`config.mk`:
```
export PLATFORM = sky130hd
export DESIGN_NAME = if_stage
export DESIGN_NICKNAME = d
export VERILOG_FILES = /design/src/rtl/riscv_pkg.sv /design/src/rtl/instruction_memory.sv /design/src/rtl/if_stage.sv
export SDC_FILE = /design/constraint.sdc
export NUM_CORES = 2
export LEC_CHECK = 0
export ABC_CLOCK_PERIOD_IN_PS = 6600
export BUFFER_PORTS_ARGS = -buffer_cell sky130_fd_sc_hd__buf_4
export CORE_MARGIN = 1.5
export CORE_UTILIZATION = 30
export DETAILED_ROUTE_END_ITERATION = 10
export GPL_TIMING_DRIVEN = 0
export RECOVER_POWER = 50
export SYNTH_ARGS = -nofsm -noshare
export SYNTH_HDL_FRONTEND = slang
export SYNTH_SLANG_ARGS = --single-unit
export TNS_END_PERCENT = 1
```
`constraint.sdc`:
```
create_clock -name clk -period 6.6 [get_ports clk]
set_clock_uncertainty 0.05 [all_clocks]
set_input_delay 0.99 -clock clk [delete_from_list [all_inputs] [get_ports clk]]
set_output_delay 0.99 -clock clk [all_outputs]
set_load 0.05 [all_outputs]
```
`src/rtl/riscv_pkg.sv`:
```
// riscv_pkg: shared core widths, instruction type and the canonical NOP encoding.
package riscv_pkg;
    localparam int XLEN = 64;
    localparam int ILEN = 32;
    typedef logic [ILEN-1:0] instruction_t;
    localparam instruction_t NOP_INSTR = 32'h00000013;
endpackage

```
`src/rtl/instruction_memory.sv`:
```
// instruction_memory: word-addressed IMEM, combinational read, synchronous preload write, no reset.
module instruction_memory
    import riscv_pkg::*;
#(
    parameter int IMEM_WORDS = 64
) (
    input  logic                          clk,
    input  logic                          we_i,
    input  logic [$clog2(IMEM_WORDS)-1:0] waddr_i,
    input  logic [ILEN-1:0]               wdata_i,
    input  logic [$clog2(IMEM_WORDS)-1:0] raddr_i,
    output logic [ILEN-1:0]               rdata_o
);
    instruction_t mem [IMEM_WORDS];
    always_ff @(posedge clk) begin
        if (we_i) mem[waddr_i] <= wdata_i;
    end
    assign rdata_o = mem[raddr_i];
endmodule

```
`src/rtl/if_stage.sv`:
```
// if_stage: PC register, IMEM fetch and IF/ID register with stall and branch flush.
// Optional IF_STAGE_PERF_CNT_EN adds fetch/stall/flush event counters.
module if_stage
    import riscv_pkg::*;
#(
    parameter logic [63:0] PC_RESET   = 64'h0,
    parameter int          IMEM_WORDS = 64
) (
    input  logic                          clk,
    input  logic                          reset,
    input  logic                          stall,
    input  logic                          branch_taken,
    input  logic [63:0]                   branch_target,
    input  logic                          imem_we,
    input  logic [$clog2(IMEM_WORDS)-1:0] imem_waddr,
    input  logic [31:0]                   imem_wdata,
    output logic [63:0]                   PC_Out,
    output logic [63:0]                   ifid_pc,
    output logic [31:0]                   ifid_instr,
    output logic                          ifid_valid
`ifdef IF_STAGE_PERF_CNT_EN
    ,
    output logic [31:0]                   fetch_cnt,
    output logic [31:0]                   stall_cnt,
    output logic [31:0]                   flush_cnt
`endif
);
    localparam int AW = $clog2(IMEM_WORDS);

    instruction_t   fetch_word;
    logic [XLEN-1:0] pc_q, pc_d, ifid_pc_q, ifid_pc_d;
    instruction_t   ifid_instr_q, ifid_instr_d;
    logic           ifid_valid_q, ifid_valid_d;

    // Upper PC bits are dropped so fetches wrap modulo the memory depth.
    instruction_memory #(.IMEM_WORDS(IMEM_WORDS)) u_imem (
        .clk     (clk),
        .we_i    (imem_we),
        .waddr_i (imem_waddr),
        .wdata_i (imem_wdata),
        .raddr_i (pc_q[2 +: AW]),
        .rdata_o (fetch_word)
    );

    always_comb begin
        pc_d         = pc_q;
        ifid_pc_d    = ifid_pc_q;
        ifid_instr_d = ifid_instr_q;
        ifid_valid_d = ifid_valid_q;
        if (branch_taken) begin
            pc_d         = branch_target & ~XLEN'(3);
            ifid_pc_d    = '0;
            ifid_instr_d = NOP_INSTR;
            ifid_valid_d = 1'b0;
        end else if (!stall) begin
            pc_d         = pc_q + XLEN'(4);
            ifid_pc_d    = pc_q;
            ifid_instr_d = fetch_word;
            ifid_valid_d = 1'b1;
        end
    end

    always_ff @(posedge clk) begin
        if (reset) begin
            pc_q         <= PC_RESET;
            ifid_pc_q    <= '0;
            ifid_instr_q <= NOP_INSTR;
            ifid_valid_q <= 1'b0;
        end else begin
            pc_q         <= pc_d;
            ifid_pc_q    <= ifid_pc_d;
            ifid_instr_q <= ifid_instr_d;
            ifid_valid_q <= ifid_valid_d;
        end
    end

    assign PC_Out     = pc_q;
    assign ifid_pc    = ifid_pc_q;
    assign ifid_instr = ifid_instr_q;
    assign ifid_valid = ifid_valid_q;

`ifdef IF_STAGE_PERF_CNT_EN
    logic [31:0] fetch_q, stall_q, flush_q;
    always_ff @(posedge clk) begin
        fetch_q <= reset ? '0 : fetch_q + 32'(!branch_taken && !stall);
        stall_q <= reset ? '0 : stall_q + 32'(!branch_taken && stall);
        flush_q <= reset ? '0 : flush_q + 32'(branch_taken);
    end
    assign fetch_cnt = fetch_q;
    assign stall_cnt = stall_q;
    assign flush_cnt = flush_q;
`endif
endmodule

```
==> flow_metrics.tcl <==
set metrics [dict create \
    grt-ovfl-total 0 \
    cts_root_buffer "clkbuf_16" \
    postSynthAreaPerCell_um2 19.2 \
    die_w_um 537 \
    p_comb_share_pct 7.1 \
    first_global_vias 46300 \
    status "complete, but fails checks" \
    drive_gt1_share_pct 27.2 \
    synthFlopType "edfxtp_1" \
    hold_violations 0 \
    hold_class "in -> reg" \
    stdcell_area_um2 101000 \
    slew_violations 2180 \
    setup_violations 0 \
    wl_per_cell_um 30.5 \
    final_common_cell "edfxtp_1" \
    path_clk_slew_ns 0.06 \
    synth-seq-cells 2205 \
    dp_hpwl_um 186000 \
    drtIter0Drc 6864 \
    cp.required_ns 7.24 \
    core_area_um2 283000 \
    cts_resized 0 \
    area_growth_pct 18.4 \
    cp.arrival_ns 5.96 \
    cp_top_family "buffers and inverters" \
    final_nets 5108 \
    wl_um 273000 \
    via_per_inst 5.34 \
    slew_headroom_pct -155 \
    hold_slack_ns 0.329 \
    vias 47800 \
    io_buffers 256 \
    maxCapViolations 40 \
    busiest_layer "met2" \
    ff2ff_path_depth 9 \
    switching_share_pct 23.3 \
    cp-start-kind "register" \
    drc 0 \
    min_period_ns 5.32 \
    worstMarginPinSlew_ns 3.82 \
    postCtsSetupBuffers 0 \
    grt_max_degree 65 \
    intPower_mw 23.4 \
    synthCells 4445 \
    power_frac_clock_pct 41.8 \
    first_pass_iters 6 \
    period_share_pct 80.6 \
    grt_first_pass_wirelength_um 372000 \
    met3_usage_pct 4.33 \
    crit_buf_inv 4 \
    powerDensity_nw_per_um2 301 \
    p_leak_nw 31.3 \
    clk_latency_ns 0.88 \
    htreeDepth 4 \
    async_reset_ff_share_pct 0 \
    met2_usage_pct 29.0 \
    yosys_warnings 0 \
    ioPinCount 268 \
    cts_sinks 2205 \
    yosysTopAreaCell "edfxtp_1" \
    die_y_um 537 \
    power_switching_mw 7.08 \
    ant_nets 0 \
    initial_utilization_pct 30.2 \
    synth_edf_count 2048 \
    fin_ws_ns 1.28 \
    antenna_found_initial 25 \
    synth_top_area_share_pct 71.9 \
    path_class "reg -> reg" \
    n_fill_cell 26000 \
    gp_congestion 0.885 \
    cts_tree "yes" \
    cts_hold_buf 0 \
    cts_max_path_buffers 3 \
    dpl_worst_slack_ns 1.41 \
    crit_path_max_incr_delay_ns 0.85 \
    syn_area_um2 85500 \
    path_cells "buf_2, clkbuf_1, clkbuf_1, nor2_1, clkbuf_1, a22oi_1, nand3_1, o21ai_0, a21oi_1" \
    pwr-share-seq_pct 51.1 \
    rsz0062_at_grt "no" \
    rows 195 \
    peakVddDrop_v 0.000268 \
    grt_util_all_layers_pct 18.5 \
    worst_path_max_delay_cell "clkbuf_1" \
    hold_path_depth 3 \
    path_max_fanout 10 \
    place_area_um2 94100 \
    numCtsBuffers 219 \
    violations "max-capacitance violations, max-slew violations" \
    grtUsageMet1_pct 24.3 \
    die_area_um2 288000 \
    netlist-cell-type-count 60 \
    cp-end-kind "register" \
    clock.fmax_mhz 188 \
    cpMostUsedCell "clkbuf_1" \
    crit_cells 9 \
    synth-seq-area-share_pct 75.6 \
    final_cell_mix "edfxtp_1, mux4_2, mux2_2, buf_4, clkbuf_16" \
    synthTopCellsByArea "edfxtp_1, mux4_2, dfxtp_1, mux2_2, mux2i_1" \
]
worst min-delay path, cell delays in order:
cell	delay [ns]
buf_4	0.08
nand2_1	0.04
o21ai_0	0.07
final cells by class:
type	count	area, µm²	area share, %
clock inverter	133	1620	1.60
timing repair buffer	331	3260	3.23
multi-input combinational	1960	20000	19.8
tap	3743	4680	4.63
clock buffer	275	5760	5.69
sequential	2205	64600	63.9
antenna	11	27.5	0.0272
buffer	267	1150	1.14
inverter	16	60.1	0.0593
registers in the layout (all words and copies together), names as in the netlist:
name,flops
u_imem.mem,2048
PC_Out,62
ifid_pc,62
ifid_instr,32
ifid_valid,1
metrics by stage:
stage               setup TNS [ns]  util, %  total power [mW]  std cells
floorplan                        0        -              16.9       4448
global placement            -74.05     32.6              17.9       8447
detailed placement               0     33.3              18.0       8522
CTS                              0     35.9              30.6       8930
global route                     0     35.8              31.2       8936
finish                           0     35.8              30.4       8941
synth_stat cells (5+ instances only):
cell type  count
and2_1         9
nand3_1       57
mux2_2       273
nor4_1        32
dfxtp_1      157
mux4_2       369
a31oi_1       21
a211oi_1      50
xnor2_1       16
a2111oi_0     24
and4_1        12
buf_2         85
or3_1         11
o22ai_1      155
nand3b_1       6
o21ai_0       42
nor2_1       244
nor2b_1       39
nand2b_1      12
buf_4          9
xor2_1         8
nand2_1       99
o32ai_1       12
or4_1         19
nand4_1       22
nor3b_1        5
mux2i_1      169
clkbuf_1     132
a311oi_1      22
a22oi_1       42
edfxtp_1    2048
and3_1        10
o41ai_1        8
inv_1         14
o31ai_1       16
a21oi_1       41
buf_1         40
nor3_1        76
metal layers:
| metal | vias to the layer above | share of wire [%] | wire length (µm) |
|---|---|---|---|
| met2 | 2767 | 46 | 125000 |
| met3 | 478 | 10 | 28400 |
| met1 | 25100 | 39 | 106000 |
| met4 | 6 | 4.8 | 13200 |
| met5 | - | 0.013 | 35 |
| li1 | 19400 | - | - |
power groups by stage:
stage | registers (mW) | clock network, mW | logic [mW]
after floorplan | 15.9 | 0 | 0.980
after global placement | 15.8 | 0 | 2.11
after detailed placement | 15.8 | 0 | 2.16
after CTS | 15.5 | 12.9 | 2.17
after global routing | 15.5 | 13.4 | 2.24
final | 15.5 | 12.7 | 2.16
cells by family after synthesis:
family	Yosys count	share of synthesized area [%]
compound gates	455	3.63
xor+xnor	24	0.246
fa+ha+maj	1	0.0146
buf+inv	283	1.42
flops	2205	75.6
mux	811	15.3
other cells	1	0.00439
simple gates	665	3.78
path summary, 6_finish.rpt:
| kind | startpoint | end | slack (ns) |
|---|---|---|---|
| worst max-delay path | PC_Out[4] | ifid_instr[8] | 1.28 |
| worst max register to register | PC_Out[4] | ifid_instr[8] | 1.28 |
| worst min register to register | ifid_valid | ifid_valid | 0.42 |
| worst min-delay path | branch_target[32] | PC_Out[32] | 0.33 |
No activity file was read; power rests on OpenSTA's default activity.
